`config.mk`:
```
export PLATFORM = sky130hd
export DESIGN_NAME = id_stage
export DESIGN_NICKNAME = d
export VERILOG_FILES = /design/src/rtl/id_stage.sv
export SDC_FILE = /design/constraint.sdc
export NUM_CORES = 1
export LEC_CHECK = 0
export BUFFER_PORTS_ARGS = -buffer_cell sky130_fd_sc_hd__buf_2
export CORE_MARGIN = 3
export CORE_UTILIZATION = 30
export CTS_BUF_LIST = sky130_fd_sc_hd__clkbuf_8 sky130_fd_sc_hd__clkbuf_16
export DETAILED_ROUTE_END_ITERATION = 6
export SLEW_MARGIN = 30
export SYNTH_ARGS = -nofsm -noshare
export SYNTH_HDL_FRONTEND = slang
export SYNTH_SLANG_ARGS = --single-unit
```
`constraint.sdc`:
```
create_clock -name clk -period 2.2 [get_ports clk]
set_clock_uncertainty 0.2 [all_clocks]
set_input_delay 0.22 -clock clk [delete_from_list [all_inputs] [get_ports clk]]
set_output_delay 0.22 -clock clk [all_outputs]
set_load 0.005 [all_outputs]
```
`src/rtl/id_stage.sv`:
```
// -----------------------------------------------------------------------------
// id_stage -- RV32I instruction decode stage with a single-entry output register.
//
// Accepts one instruction per cycle from fetch through a valid/ready handshake,
// decodes the register indices, immediate, write enable and illegal flag, and
// presents the decoded bundle to execute one cycle later. A held bundle stays
// put while execute stalls; a flush discards both the held and the incoming
// instruction.
//
// Parameters
//   CHECK_ILLEGAL  1 = full RV32I encoding check, 0 = opcode-only check
//
// Ports
//   clk            rising-edge clock
//   reset_n        synchronous, active-low reset
//   if_valid_i     fetch presents a valid instruction
//   if_instr_i     fetched instruction word
//   if_pc_i        PC of the fetched instruction
//   id_ready_o     decode can accept an instruction this cycle
//   ex_ready_i     execute consumes the decoded bundle this cycle
//   flush_i        redirect: drop held and incoming instruction
//   id_valid_o     decoded bundle valid
//   id_pc_o        PC of held instruction
//   id_instr_o     raw word of held instruction
//   id_rs1_o       instr[19:15]
//   id_rs2_o       instr[24:20]
//   id_rd_o        instr[11:7]
//   id_opcode_o    instr[6:0]
//   id_funct3_o    instr[14:12]
//   id_funct7b5_o  instr[30]
//   id_imm_o       sign-extended immediate
//   id_rd_we_o     register-file write enable
//   id_illegal_o   illegal-instruction flag
// -----------------------------------------------------------------------------
module id_stage #(
  parameter int unsigned CHECK_ILLEGAL = 1
) (
  input  logic        clk,
  input  logic        reset_n,
  input  logic        if_valid_i,
  input  logic [31:0] if_instr_i,
  input  logic [31:0] if_pc_i,
  output logic        id_ready_o,
  input  logic        ex_ready_i,
  input  logic        flush_i,
  output logic        id_valid_o,
  output logic [31:0] id_pc_o,
  output logic [31:0] id_instr_o,
  output logic [4:0]  id_rs1_o,
  output logic [4:0]  id_rs2_o,
  output logic [4:0]  id_rd_o,
  output logic [6:0]  id_opcode_o,
  output logic [2:0]  id_funct3_o,
  output logic        id_funct7b5_o,
  output logic [31:0] id_imm_o,
  output logic        id_rd_we_o,
  output logic        id_illegal_o
);

  localparam logic [6:0] OPC_LOAD     = 7'b0000011;
  localparam logic [6:0] OPC_STORE    = 7'b0100011;
  localparam logic [6:0] OPC_OP_IMM   = 7'b0010011;
  localparam logic [6:0] OPC_OP       = 7'b0110011;
  localparam logic [6:0] OPC_LUI      = 7'b0110111;
  localparam logic [6:0] OPC_AUIPC    = 7'b0010111;
  localparam logic [6:0] OPC_JAL      = 7'b1101111;
  localparam logic [6:0] OPC_JALR     = 7'b1100111;
  localparam logic [6:0] OPC_BRANCH   = 7'b1100011;
  localparam logic [6:0] OPC_MISC_MEM = 7'b0001111;
  localparam logic [6:0] OPC_SYSTEM   = 7'b1110011;

  localparam logic FULL_CHECK = (CHECK_ILLEGAL != 0);

  // Immediate selected purely by opcode; unknown opcodes yield zero.
  function automatic logic [31:0] imm_gen(input logic [31:0] i);
    logic [31:0] r;
    case (i[6:0])
      OPC_LOAD, OPC_OP_IMM, OPC_JALR, OPC_SYSTEM:
        r = {{20{i[31]}}, i[31:20]};
      OPC_STORE:
        r = {{20{i[31]}}, i[31:25], i[11:7]};
      OPC_BRANCH:
        r = {{19{i[31]}}, i[31], i[7], i[30:25], i[11:8], 1'b0};
      OPC_LUI, OPC_AUIPC:
        r = {i[31:12], 12'h000};
      OPC_JAL:
        r = {{11{i[31]}}, i[31], i[19:12], i[20], i[30:21], 1'b0};
      default:
        r = 32'h0000_0000;
    endcase
    return r;
  endfunction

  // Illegal-instruction detection. The opcode check always applies; the
  // funct3/funct7 checks only when full checking is enabled.
  function automatic logic illegal_gen(input logic [31:0] i, input logic full);
    logic       known;
    logic       bad;
    logic [2:0] f3;
    logic [6:0] f7;
    f3 = i[14:12];
    f7 = i[31:25];
    case (i[6:0])
      OPC_LOAD, OPC_STORE, OPC_OP_IMM, OPC_OP, OPC_LUI, OPC_AUIPC,
      OPC_JAL, OPC_JALR, OPC_BRANCH, OPC_MISC_MEM, OPC_SYSTEM:
        known = 1'b1;
      default:
        known = 1'b0;
    endcase
    if (i[1:0] != 2'b11) begin
      known = 1'b0;
    end else begin
      known = known;
    end
    bad = 1'b0;
    if (full) begin
      case (i[6:0])
        OPC_LOAD:   bad = (f3 == 3'd3) || (f3 == 3'd6) || (f3 == 3'd7);
        OPC_STORE:  bad = (f3 > 3'd2);
        OPC_BRANCH: bad = (f3 == 3'd2) || (f3 == 3'd3);
        OPC_JALR:   bad = (f3 != 3'd0);
        OPC_OP_IMM: begin
          if (f3 == 3'd1) begin
            bad = (f7 != 7'h00);
          end else if (f3 == 3'd5) begin
            bad = (f7 != 7'h00) && (f7 != 7'h20);
          end else begin
            bad = 1'b0;
          end
        end
        OPC_OP: begin
          if (f7 == 7'h00) begin
            bad = 1'b0;
          end else if (f7 == 7'h20) begin
            // Only SUB and SRA use the alternate funct7.
            bad = (f3 != 3'd0) && (f3 != 3'd5);
          end else begin
            bad = 1'b1;
          end
        end
        // Only ECALL and EBREAK are supported system instructions.
        OPC_SYSTEM: bad = (i != 32'h0000_0073) && (i != 32'h0010_0073);
        default:    bad = 1'b0;
      endcase
    end else begin
      bad = 1'b0;
    end
    return !known || bad;
  endfunction

  // Write enable for instructions that produce a register result to rd != x0.
  function automatic logic rd_we_gen(input logic [31:0] i, input logic illegal);
    logic writes;
    case (i[6:0])
      OPC_LOAD, OPC_OP_IMM, OPC_OP, OPC_LUI, OPC_AUIPC, OPC_JAL, OPC_JALR:
        writes = 1'b1;
      default:
        writes = 1'b0;
    endcase
    return writes && !illegal && (i[11:7] != 5'd0);
  endfunction

  logic        valid_q,   valid_d;
  logic [31:0] pc_q,      pc_d;
  logic [31:0] instr_q,   instr_d;
  logic [31:0] imm_q,     imm_d;
  logic        rd_we_q,   rd_we_d;
  logic        illegal_q, illegal_d;
  logic        illegal_s;

  assign id_ready_o = !valid_q || ex_ready_i;
  assign illegal_s  = illegal_gen(if_instr_i, FULL_CHECK);

  // Next-state for the output register: flush > capture/consume > stall hold.
  always_comb begin
    valid_d   = valid_q;
    pc_d      = pc_q;
    instr_d   = instr_q;
    imm_d     = imm_q;
    rd_we_d   = rd_we_q;
    illegal_d = illegal_q;
    if (flush_i) begin
      valid_d = 1'b0;
    end else if (id_ready_o) begin
      if (if_valid_i) begin
        valid_d   = 1'b1;
        pc_d      = if_pc_i;
        instr_d   = if_instr_i;
        imm_d     = imm_gen(if_instr_i);
        rd_we_d   = rd_we_gen(if_instr_i, illegal_s);
        illegal_d = illegal_s;
      end else begin
        valid_d = 1'b0;
      end
    end else begin
      valid_d = valid_q;
    end
  end

  // Output register with synchronous active-low reset.
  always_ff @(posedge clk) begin
    if (!reset_n) begin
      valid_q   <= 1'b0;
      pc_q      <= 32'h0000_0000;
      instr_q   <= 32'h0000_0000;
      imm_q     <= 32'h0000_0000;
      rd_we_q   <= 1'b0;
      illegal_q <= 1'b0;
    end else begin
      valid_q   <= valid_d;
      pc_q      <= pc_d;
      instr_q   <= instr_d;
      imm_q     <= imm_d;
      rd_we_q   <= rd_we_d;
      illegal_q <= illegal_d;
    end
  end

  // Raw fields are slices of the registered word, so they share its timing.
  assign id_valid_o    = valid_q;
  assign id_pc_o       = pc_q;
  assign id_instr_o    = instr_q;
  assign id_rs1_o      = instr_q[19:15];
  assign id_rs2_o      = instr_q[24:20];
  assign id_rd_o       = instr_q[11:7];
  assign id_opcode_o   = instr_q[6:0];
  assign id_funct3_o   = instr_q[14:12];
  assign id_funct7b5_o = instr_q[30];
  assign id_imm_o      = imm_q;
  assign id_rd_we_o    = rd_we_q;
  assign id_illegal_o  = illegal_q;

endmodule
```
Word-level counts from Yosys, hierarchy flattened

Index checks and enable logic that the tools add are counted.

Reduce and logical (&&, ||, !) cells: 23
Bitwise gates (word level): 2
Multiplexer cells: 13
Eq/ne operators: 23
Magnitude comparators: 1

Operators with widths:

| cell                                               | number |
|---|---|
| one-hot mux 32 bit (5 select lines)                | 1 |
| != test 32 x 21 -> 1 bit, second input constant    | 1 |
| != test 32 x 7 -> 1 bit, second input constant     | 1 |
| == test 7 x 6 -> 1 bit, second input constant      | 4 |
| == test 7 bit, second input constant               | 4 |
| == test 7 x 5 -> 1 bit, second input constant      | 2 |
| 2-to-1 mux 1 bit                                   | 11 |
| OR reduction 11 bit                                | 1 |
| == test 3 bit, second input constant               | 3 |
| == test 7 x 2 -> 1 bit, second input constant      | 1 |
| == test 7 x 4 -> 1 bit, second input constant      | 1 |
| zero test 7 bit                                    | 1 |
| != test 7 x 6 -> 1 bit, second input constant      | 1 |
| one-hot mux 1 bit (7 select lines)                 | 1 |
| nonzero test 7 bit                                 | 1 |
| OR reduction 7 bit                                 | 1 |
| == test 3 x 2 -> 1 bit, second input constant      | 2 |
| logical AND 1 bit                                  | 5 |
| logical OR 1 bit                                   | 5 |
| nonzero test 5 bit                                 | 1 |
| OR reduction 2 bit                                 | 2 |
| OR reduction 4 bit                                 | 1 |
| == test 3 x 1 -> 1 bit, second input constant      | 1 |
| > comparator 3 x 2 -> 1 bit, second input constant | 1 |
| 6 further kinds                                    | 9 |

Register bits: 99
Input port bits: 69
Output and inout bits: 126

Logic depth before layout (Yosys ltp)

Gate-level depths: netlist (run 1).

Word-level depth: 9
Depth in mapped cells: 7
Mapped depth without buffers: 6

Least setup slack after synthesis (run 1)

No wires, ideal clock.

Path type: register -> register
Start: register valid_q (netlist: id_valid_o)
End: register imm_q[20] (netlist: id_imm_o[20])
Stages on the path, launching flop included: 7
Clock period less this slack: 1.899 ns
Required time: 1.940 ns
Path slack: 0.301 ns
Buffers on the path: 1
Arrival time: 1.639 ns
Cell sequence: dfxtp_1 > nor2b_1 > nor4b_4 > nand2_4 > nor4b_2 > buf_4 > a221o_1

Word-level cells in the longest chain between the ends: 3

Ends and longest elaborated chain:

| what                          | line | text |
|---|---|---|
| start: declaration            | 163  | `logic valid_q, valid_d;` |
| start signal: assignment      | 210  | `valid_q <= valid_d;` |
| zero test 1 bit               | 171  | `assign id_ready_o = !valid_q \|\| ex_ready_i;` |
| logical OR 1 bit              | 171  |  |
| AND reduction 3 bit (no line) | --   |  |
| end signal: assignment        | 213  | `imm_q <= imm_d;` |
| end: declaration              | 166  | `logic [31:0] imm_q, imm_d;` |

No other way between the ends.
A chain may end at the register's enable or synchronous reset.

Worst setup path in the final report (run 1)

Start: input if_instr_i[8]
End: register rd_we_q (netlist: id_rd_we_o)

Word-level cells in the longest chain between the ends: 7
Elaborated cells between the ends (all ways): 9

Ends and longest elaborated chain:

| what                                                                | line | text |
|---|---|---|
| start: declaration                                                  | 41   | `input logic [31:0] if_instr_i,` |
| != test 32 x 7 -> 1 bit or != test 32 x 21 -> 1 bit (tied branches) | 142  | `OPC_SYSTEM: bad = (i != 32'h0000_0073) && (i != 32'h0010_0073);` |
| logical AND 1 bit                                                   | 142  |  |
| one-hot mux 1 bit (7 select lines)                                  | 117  | `case (i[6:0])` |
| logical OR 1 bit                                                    | 148  | `return !known \|\| bad;` |
| zero test 1 bit                                                     | 160  | `return writes && !illegal && (i[11:7] != 5'd0);` |
| logical AND 1 bit                                                   | 160  |  |
| logical AND 1 bit (*)                                               | 160  |  |
| end signal: assignment                                              | 214  | `rd_we_q <= rd_we_d;` |
| end: declaration                                                    | 167  | `logic rd_we_q, rd_we_d;` |

Mark *: on every way between the ends. The rest lies on a longest branch, timed or not.

==> impl_metrics.env, run 1 <==
export IMPL_ff_latch_area_um2=1980
export IMPL_dpl_hpwl_mm=10.2
export IMPL_cts_tree="built"
export IMPL_wl_per_cell_um=15.9
export IMPL_setup_ws_ns=0.143
export IMPL_setup_viol=0
export IMPL_power_density_nw_per_um2=651
export IMPL_crit_path_start="if_instr_i[8]"
export IMPL_hold_ws_ns=0.0253
export IMPL_port_buffers=194
export IMPL_yosysWarningCount=0
export IMPL_viasPerCell=4.87
export IMPL_routed_wl_mm=14.4
export IMPL_cts_sinks=99
export IMPL_finalCritPeriodShare_pct=93.5
export IMPL_syn_inst=489
export IMPL_ys_top_cells_by_count="133 x nand2_1, 99 x dfxtp_1, 64 x a21boi_0"
export IMPL_initialDrtViolationCount=141
export IMPL_cp_max_fo=3
export IMPL_arrival_ns=2.15
export IMPL_hp_class="in2reg"
export IMPL_drv_cap=0
export IMPL_period_needed_ns=2.06
export IMPL_grt_util_all_layers_pct=17.9
export IMPL_clock_latency_ns=0.34
export IMPL_crit_required_ns=2.29
export IMPL_post_place_ws_ns=-0.176
export IMPL_synth_area_leaders="dfxtp_1 46%, nand2_1 12%, a21boi_0 11%, a221o_1 5.3%, buf_4 4.7%"
export IMPL_rsz0062_at_grt="no"
export IMPL_synth_edf_count=0
export IMPL_crit_slowest_cell="or4_1"
export IMPL_p_leak_nw=2.91
export IMPL_reg2reg_from="id_valid_o$_SDFFE_PP0P_"
export IMPL_synthFlopType="dfxtp_1"
export IMPL_ir_drop_mv=0.447
export IMPL_cts_buffers_inserted=9
export IMPL_synth_distinct_cells=54
export IMPL_r2r_setup_slack_ns=0.15
export IMPL_io_pins=195
export IMPL_max_slew_worst_pin_slew_ns=0.609
export IMPL_core_area_um2=14000
export IMPL_clock_path_buffers=2
export IMPL_drtPass1Iterations=5
export IMPL_holdPathStages=3
export IMPL_yosys_area_top_type="dfxtp_1"
export IMPL_path_class="in2reg"
export IMPL_dp_cells=827
export IMPL_htreeDepth=3
export IMPL_start_util_pct=31.0
export IMPL_cp_start_kind="primary input"
export IMPL_routed_via_count=4392
export IMPL_die_y_um=126
export IMPL_endpoint="id_rd_we_o$_SDFFE_PN0P_"
export IMPL_grt_pass1_vias=4580
export IMPL_path_cells="dlygate4sd3_1, buf_2, or4_1, o41ai_1, and4b_1, a32o_1"
export IMPL_finalMaxSlewViolations=0
export IMPL_synthArstFlopShare_pct=0
export IMPL_max_stage_delay_ns=0.58
export IMPL_gp_congestion=0.782
export IMPL_ys_seq_area_share_pct=45.7
export IMPL_yosysTopAreaCellShare_pct=45.7
export IMPL_ant_nets=0
export IMPL_synth_seq_cells=99
export IMPL_multi_input_comb_area_um2=2040
export IMPL_drc=0
export IMPL_relSlewSlack_pct=59.1
export IMPL_run_status="finished clean"
export IMPL_grt_pass1_wl_mm=23.2
export IMPL_cp_end_kind="flip-flop"
export IMPL_grt_max_degree=58
export IMPL_antenna_cells=0
export IMPL_dieArea_um2=15900
export IMPL_layout_nets=786
export IMPL_cts_root_buffer="clkbuf_16"
export IMPL_row_count=43
export IMPL_netlist_area_um2=4340
export IMPL_drive_gt1_share_pct=34.9
export IMPL_reg2reg_depth=6
export IMPL_hold_viol_final=0
export IMPL_syn_to_final_growth_pct=46.5
export IMPL_overflow=0
export IMPL_yosysMostFrequentCell="nand2_1"
export IMPL_antenna_found_initial=0
export IMPL_syn_nets=558
export IMPL_r2r_end="id_imm_o[16]$_SDFFE_PN0P_"
export IMPL_final_cells=902
export IMPL_die_x_um=126
export IMPL_n_fill_cell=1356
export IMPL_clkSlewWorstSetupHoldPaths_ns=0.07
export IMPL_avgSynthCellArea_um2=8.87
export IMPL_fmax_ghz=0.486
==> per-stage QoR <==
stage          power [W]  util [%]  setup TNS [ns]  cell area (µm²)
2_1_floorplan    0.00216         -               0             4340
3_3_place_gp     0.00238      38.5          -0.583             5390
3_5_place_dp     0.00239      38.5           -1.81             5390
4_1_cts          0.00418      45.2               0             6320
5_1_grt          0.00431      45.4               0             6350
6_report         0.00413      45.4               0             6350
==> flip-flops by register name (all words and copies together), names as in the netlist <==
register	count
id_rd_we_o	1
id_illegal_o	1
id_instr_o	32
id_imm_o	32
id_pc_o	32
id_valid_o	1
==> cell usage in the layout (no fill, tap or decap), drive strengths merged, types with 2 or more instances in the layout <==
master / n
nand3b: 3
a221o: 23
a21boi: 64
a32oi: 6
a21oi: 5
nand2b: 3
nor2b: 10
buf: 219
nor2: 8
nor4: 7
dfxtp: 99
nand2: 135
nor3b: 2
and2: 5
nor4b: 2
clkbuf: 10
dlygate4sd3: 59
nor3: 3
o21ai: 8
inv: 8
clkinv: 2
a31oi: 2
o32ai: 2
o41ai: 3
a22o: 3
a211oi: 2
nand3: 3
xor2: 2
nand4: 2
and3: 6
==> repair_timing <==
item,4_1_cts,5_1_grt
setup endpoints to repair,11,22
endpoints found under the hold margin,78,0
resized for setup,2,6
setup buffers,0,0
gates cloned,0,0
hold buffers,59,0
==> logic make-up after synthesis <==
group,Yosys count,share of synthesized area (%)
compound gates,126,23.2
xor+xnor,2,0.404
buf+inv,66,8.48
flops,99,45.7
mux,1,0.231
simple gates,195,21.9
==> layout make-up <==
type,count,share of cell area (%)
Tap cell,180,3.55
Clock buffer,10,3.76
Timing Repair Buffer,278,27.7
Sequential cell,99,31.2
Clock inverter,6,1.28
Multi-Input combinational cell,324,32.2
Inverter,5,0.296
==> critical path: cells and delay by family <==
kind	cells	cell delay, ns
simple gates	2	0.85
buf+inv	2	0.67
compound gates	2	0.40
==> how the worst min path moves through the flow <==
stage	startpoint	to
4_1_cts	if_instr_i[30]	id_instr_o[30]$_SDFFE_PN0P_
5_1_grt	if_instr_i[31]	id_instr_o[31]$_SDFFE_PN0P_
3_5_place_dp	id_instr_o[25]$_SDFFE_PN0P_	id_instr_o[25]$_SDFFE_PN0P_
6_report	if_instr_i[3]	id_instr_o[3]$_SDFFE_PN0P_
3_3_place_gp	id_pc_o[2]$_SDFFE_PN0P_	id_pc_o[2]$_SDFFE_PN0P_
2_1_floorplan	flush_i	id_valid_o$_SDFFE_PP0P_
==> report_power, final <==
group / leakage [nW] / switching (W) / internal, W
clock network: 0.157 / 0.000757 / 0.000938
registers: 0.805 / 0.0000321 / 0.00185
logic: 1.95 / 0.000283 / 0.000272
total: 2.91 / 0.00107 / 0.00306
==> metal layers <==
metal / vias up / global-route usage [%] / share of wire (%)
met2: 168 / 30.7 / 48
met3: 23 / 5.26 / 7.7
li1: 2139 / - / -
met5: - / 0 / 0
met4: 0 / 7.57 / 2.4
met1: 2062 / 20.8 / 42
Note: power is estimated with default switching activity, not from simulation.
==> run 2: changes to the inputs <==
--- a/config.mk
+++ b/config.mk
@@ -11,4 +11,5 @@
 export CTS_BUF_LIST = sky130_fd_sc_hd__clkbuf_8 sky130_fd_sc_hd__clkbuf_16
 export DETAILED_ROUTE_END_ITERATION = 6
+export REMOVE_ABC_BUFFERS = 1
 export SLEW_MARGIN = 30
 export SYNTH_ARGS = -nofsm -noshare
==> constraint.sdc (replaced) <==
create_clock -name clk -period 2.2 [get_ports clk]
set_clock_uncertainty 0.2 [all_clocks]
set_input_delay 0.22 -clock clk [delete_from_list [all_inputs] [get_ports clk]]
set_output_delay 0.22 -clock clk [all_outputs]
set_load 0.01 [all_outputs]
==> impl_metrics.env, run 2 (same netlist as run 1, synthesis figures left out) <==
export IMPL_grt_pass1_vias=4361
export IMPL_cp_start_kind="primary input"
export IMPL_power_w=0.00414
export IMPL_post_place_ws_ns=-0.140
export IMPL_htreeDepth=3
export IMPL_finalCritPeriodShare_pct=95.2
export IMPL_antenna_found_initial=0
export IMPL_die_y_um=126
export IMPL_dpl_hpwl_mm=10.1
export IMPL_layout_common_cells="194 x buf_2, 133 x nand2_1, 99 x dfxtp_1"
export IMPL_use_met2_pct=31.1
export IMPL_hp_class="in2reg"
export IMPL_grt_util_all_layers_pct=18.1
export IMPL_crit_slowest_cell="dlygate4sd3_1"
export IMPL_mostFrequentLayoutCell="buf_2"
export IMPL_cts_buffers_inserted=9
export IMPL_setup_ws_ns=0.105
export IMPL_run_status="finished clean"
export IMPL_arrival_ns=2.12
export IMPL_n_fill_cell=1345
export IMPL_r2r_end="id_imm_o[2]$_SDFFE_PN0P_"
export IMPL_cp_depth=7
export IMPL_period_needed_ns=2.10
export IMPL_dieArea_um2=15900
export IMPL_grt_max_degree=66
export IMPL_core_area_um2=14000
export IMPL_critPathBufInv=2
export IMPL_io_pins=195
export IMPL_row_count=43
export IMPL_setup_viol=0
export IMPL_top_usage_layer="met2"
export IMPL_critical_path_top_delay_family="simple AND/OR/NAND/NOR gates"
export IMPL_cts_sinks=99
export IMPL_cp_max_fo=3
export IMPL_use_met1_pct=22.3
export IMPL_cp_end_kind="flip-flop"
export IMPL_initialDrtViolationCount=214
export IMPL_start_util_pct=31.0
export IMPL_relSlewSlack_pct=61.2
export IMPL_crit_path_start="if_instr_i[15]"
export IMPL_dpl_cell_area_um2=5390
export IMPL_fmax_ghz=0.477
export IMPL_rsz0062_at_grt="no"
export IMPL_max_slew_worst_pin_slew_ns=0.578
export IMPL_drtPass1Iterations=5
export IMPL_layout_nets=784
export IMPL_path_class="in2reg"
export IMPL_clkSlewWorstSetupHoldPaths_ns=0.08
export IMPL_die_x_um=126
export IMPL_crit_required_ns=2.22
export IMPL_wl_per_cell_um=16.1
export IMPL_antenna_cells=0
export IMPL_reg2reg_from="id_valid_o$_SDFFE_PP0P_"
export IMPL_routed_via_count=4386
export IMPL_cts_root_buffer="clkbuf_16"
export IMPL_reg2reg_depth=5
export IMPL_cts_tree="built"
export IMPL_ir_drop_mv=0.316
export IMPL_max_stage_delay_ns=0.53
export IMPL_port_buffers=194
export IMPL_finalMaxSlewViolations=0
export IMPL_grt_met3_usage_pct=3.99
export IMPL_viasPerCell=4.87
export IMPL_overflow=0
export IMPL_path_cells="dlygate4sd3_1, buf_2, nor4_2, nand4_1, o41ai_1, and4b_1, a31oi_1"
export IMPL_hold_viol_final=0
export IMPL_clock_latency_ns=0.35
export IMPL_drv_cap=0
export IMPL_fin_area_um2=6310
export IMPL_clock_path_buffers=2
export IMPL_drc=0
export IMPL_grt_pass1_wl_mm=23.3
export IMPL_ant_nets=0
export IMPL_hold_ws_ns=0.0135
export IMPL_r2r_setup_slack_ns=0.16
export IMPL_gp_congestion=0.952
export IMPL_syn_to_final_growth_pct=45.7
export IMPL_p_leak_nw=2.90
export IMPL_routed_wl_mm=14.4
export IMPL_power_density_nw_per_um2=655
export IMPL_drive_gt1_share_pct=34.7
export IMPL_endpoint="id_illegal_o$_SDFFE_PN0P_"
run 2: cell count changes in the layout (fill, tap and decap cells not counted), sizes merged:
| cell | change |
|---|---|
| buf | +1 |
| dlygate4sd3 | -3 |
| inv | +1 |
| clkinv | -1 |
run 2: where the power goes:
group | internal (W) | switching (W)
Combinational | 0.000272 | 0.000313
Clock | 0.000928 | 0.000743
Sequential | 0.00185 | 0.0000330
Total | 0.00305 | 0.00109
run 2: area by class of cell:
type | count | area (µm²) | share of cell area, %
Tap cell | 180 | 225 | 3.57
Clock buffer | 10 | 239 | 3.78
Multi-Input combinational cell | 324 | 2030 | 32.1
Sequential cell | 99 | 1980 | 31.4
Timing Repair Buffer | 276 | 1750 | 27.7
Inverter | 5 | 18.8 | 0.297
Clock inverter | 6 | 71.3 | 1.13
run 2: how the worst min path moves through the flow:
stage | from | end | cells after the start
floorplan | flush_i | id_valid_o$_SDFFE_PP0P_ | 1
global placement | id_pc_o[12]$_SDFFE_PN0P_ | id_pc_o[12]$_SDFFE_PN0P_ | 2
detailed placement | id_pc_o[23]$_SDFFE_PN0P_ | id_pc_o[23]$_SDFFE_PN0P_ | 2
CTS | if_instr_i[4] | id_instr_o[4]$_SDFFE_PN0P_ | 3
global route | if_instr_i[4] | id_instr_o[4]$_SDFFE_PN0P_ | 3
finish | if_instr_i[4] | id_instr_o[4]$_SDFFE_PN0P_ | 3
run 2: layer usage:
metal / routed length [µm] / vias to the layer above
met3: 962 / 22
met2: 7130 / 181
met4: 233 / 0
met5: 0 / -
li1: - / 2133
met1: 6120 / 2050
run 2: what timing repair did:
action	CTS	global route
buffers inserted	0	2
endpoints found under the setup margin	11	21
hold buffers	56	0
endpoints found under the hold margin	76	0
pin swaps	0	3
resized for setup	2	3
run 2: worst reg2reg max path: cells and delay by family (launching register included):
| family | cells | cell delay (ns) |
|---|---|---|
| and+or+nand+nor | 3 | 0.71 |
| DFF | 1 | 0.31 |
| AOI/OAI and AO/OA | 2 | 0.75 |
run 2: per-stage QoR:
| stage | util, % | TNS, ns | instances |
|---|---|---|---|
| 4_1_cts | 44.9 | 0 | 898 |
| 2_1_floorplan | - | -187.11 | 428 |
| 6_report | 45.1 | 0 | 900 |
| 3_5_place_dp | 38.6 | -1.30 | 826 |
| 5_1_grt | 45.1 | 0 | 900 |
| 3_3_place_gp | 38.6 | -0.530 | 826 |
==> run 3: changes to the inputs <==
Settings changed: CTS_BUF_LIST sky130_fd_sc_hd__clkbuf_8 sky130_fd_sc_hd__clkbuf_16 to sky130_fd_sc_hd__clkbuf_4 sky130_fd_sc_hd__clkbuf_8.
==> impl_metrics.env, run 3 (same netlist as run 1, synthesis figures left out) <==
export IMPL_run_status="finished clean"
export IMPL_drc=0
export IMPL_dpl_cell_area_um2=5390
export IMPL_hp_class="in2reg"
export IMPL_antenna_cells=0
export IMPL_clock_latency_ns=0.38
export IMPL_overflow=0
export IMPL_cp_max_fo=8
export IMPL_layout_nets=787
export IMPL_start_util_pct=31.0
export IMPL_utilization_pct=44.7
export IMPL_port_buffers=194
export IMPL_drive_gt1_share_pct=35.0
export IMPL_cts_sinks=99
export IMPL_fmax_ghz=0.482
export IMPL_setup_ws_ns=0.123
export IMPL_dp_cells=826
export IMPL_clock_path_buffers=2
export IMPL_final_cells=903
export IMPL_power_w=0.00376
export IMPL_power_density_nw_per_um2=600
export IMPL_die_y_um=126
export IMPL_ff_latch_area_um2=1980
export IMPL_hold_viol_final=0
export IMPL_rsz0062_at_grt="no"
export IMPL_mostFrequentLayoutCell="buf_2"
export IMPL_layout_common_cells="194 x buf_2, 133 x nand2_1, 99 x dfxtp_1"
export IMPL_htreeDepth=3
export IMPL_drv_cap=0
export IMPL_path_class="in2reg"
export IMPL_crit_slowest_cell="dlygate4sd3_1"
export IMPL_max_slew_worst_pin_slew_ns=0.569
export IMPL_initialDrtViolationCount=205
export IMPL_period_needed_ns=2.08
export IMPL_setup_viol=0
export IMPL_viasPerCell=4.84
export IMPL_dieArea_um2=15900
export IMPL_grt_pass1_vias=4380
export IMPL_cts_root_buffer="clkbuf_8"
export IMPL_cp_end_kind="flip-flop"
export IMPL_holdPathStages=4
export IMPL_grt_pass1_wl_mm=23.3
export IMPL_drtPass1Iterations=5
export IMPL_fin_area_um2=6260
export IMPL_clkSlewWorstSetupHoldPaths_ns=0.10
export IMPL_max_stage_delay_ns=0.54
export IMPL_wirelength_met1_mm=6.23
export IMPL_reg2reg_depth=7
export IMPL_finalCritPeriodShare_pct=94.4
export IMPL_post_place_ws_ns=-0.140
export IMPL_io_pins=195
export IMPL_dpl_hpwl_mm=10.1
export IMPL_routed_via_count=4375
export IMPL_wl_met3_um=831
export IMPL_grt_util_all_layers_pct=18.1
export IMPL_wl_per_cell_um=16.1
export IMPL_cts_buffers_inserted=9
export IMPL_cts_tree="built"
export IMPL_ir_drop_mv=0.292
export IMPL_arrival_ns=2.21
export IMPL_wl_met2_mm=7.17
export IMPL_die_x_um=126
export IMPL_grt_max_degree=66
export IMPL_p_leak_nw=2.87
export IMPL_core_area_um2=14000
export IMPL_cp_start_kind="primary input"
export IMPL_crit_required_ns=2.33
export IMPL_relSlewSlack_pct=61.8
export IMPL_path_cells="dlygate4sd3_1, buf_2, nor4b_4, nand2_4, buf_4, nor4_4, buf_4, a221o_1"
export IMPL_row_count=43
export IMPL_gp_congestion=0.952
export IMPL_syn_to_final_growth_pct=44.3
export IMPL_cp_common_cell="buf_4"
export IMPL_multi_input_comb_area_um2=2040
export IMPL_n_fill_cell=1340
export IMPL_ant_nets=0
export IMPL_routed_wl_mm=14.5
export IMPL_top_layer="met4"
export IMPL_antenna_found_initial=0
export IMPL_finalMaxSlewViolations=0
[run 3: changes by cell type in the layout (fill, tap and decap cells not counted), sizes merged]
| cell | previous run | this run |
|---|---|---|
| dlygate4sd3 | 56 | 59 |
| inv | 9 | 8 |
| clkbuf | 10 | 11 |
[run 3: power by group]
part	switching, W	internal, W	leakage (nW)
combinational	0.000315	0.000276	1.96
sequential	0.0000329	0.00185	0.805
clock	0.000694	0.000589	0.110
total	0.00104	0.00271	2.87
[run 3: routing by layer]
metal | up-vias | track usage (%)
met2 | 162 | 31.5
met1 | 2054 | 22.0
met5 | - | 0
met4 | 0 | 5.93
li1 | 2135 | -
met3 | 24 | 4.07
[run 3: critical path, delay by kind of cell]
| family | cells | cell delay, ns |
|---|---|---|
| compound gates | 1 | 0.13 |
| buf+inv | 4 | 1.07 |
| simple gates | 3 | 0.78 |
[run 3: area by class of cell]
class	count	share of cell area, %
clock buffer	11	2.32
sequential	99	31.7
clock inverter	5	1.08
multi-input combinational	324	32.6
timing repair buffer	279	28.5
inverter	5	0.300
tap	180	3.60
[run 3: stage by stage]
| step | hold WS, ns | setup TNS (ns) |
|---|---|---|
| 6_report | 0.0478 | 0 |
| 5_1_grt | 0.0484 | 0 |
| 4_1_cts | 0.0188 | 0 |
| 3_5_place_dp | 0.253 | -1.30 |
| 3_3_place_gp | 0.249 | -0.530 |
| 2_1_floorplan | 0.0961 | -187.11 |
[run 3: path summary, 6_finish.rpt]
path / from / endpoint / slack [ns]
min reg2reg: id_pc_o[23]$_SDFFE_PN0P_ / id_pc_o[23]$_SDFFE_PN0P_ / 0.26
max: flush_i / id_imm_o[15]$_SDFFE_PN0P_ / 0.12
max reg2reg: id_valid_o$_SDFFE_PP0P_ / id_imm_o[15]$_SDFFE_PN0P_ / 0.16
min: if_instr_i[0] / id_instr_o[0]$_SDFFE_PN0P_ / 0.05
[run 3: what timing repair did]
action,CTS,global route
gates resized for setup,2,5
buffers inserted,0,2
endpoints found under the setup margin,11,24
hold buffers,59,0
endpoints found under the hold margin,84,0
pin swaps,0,3
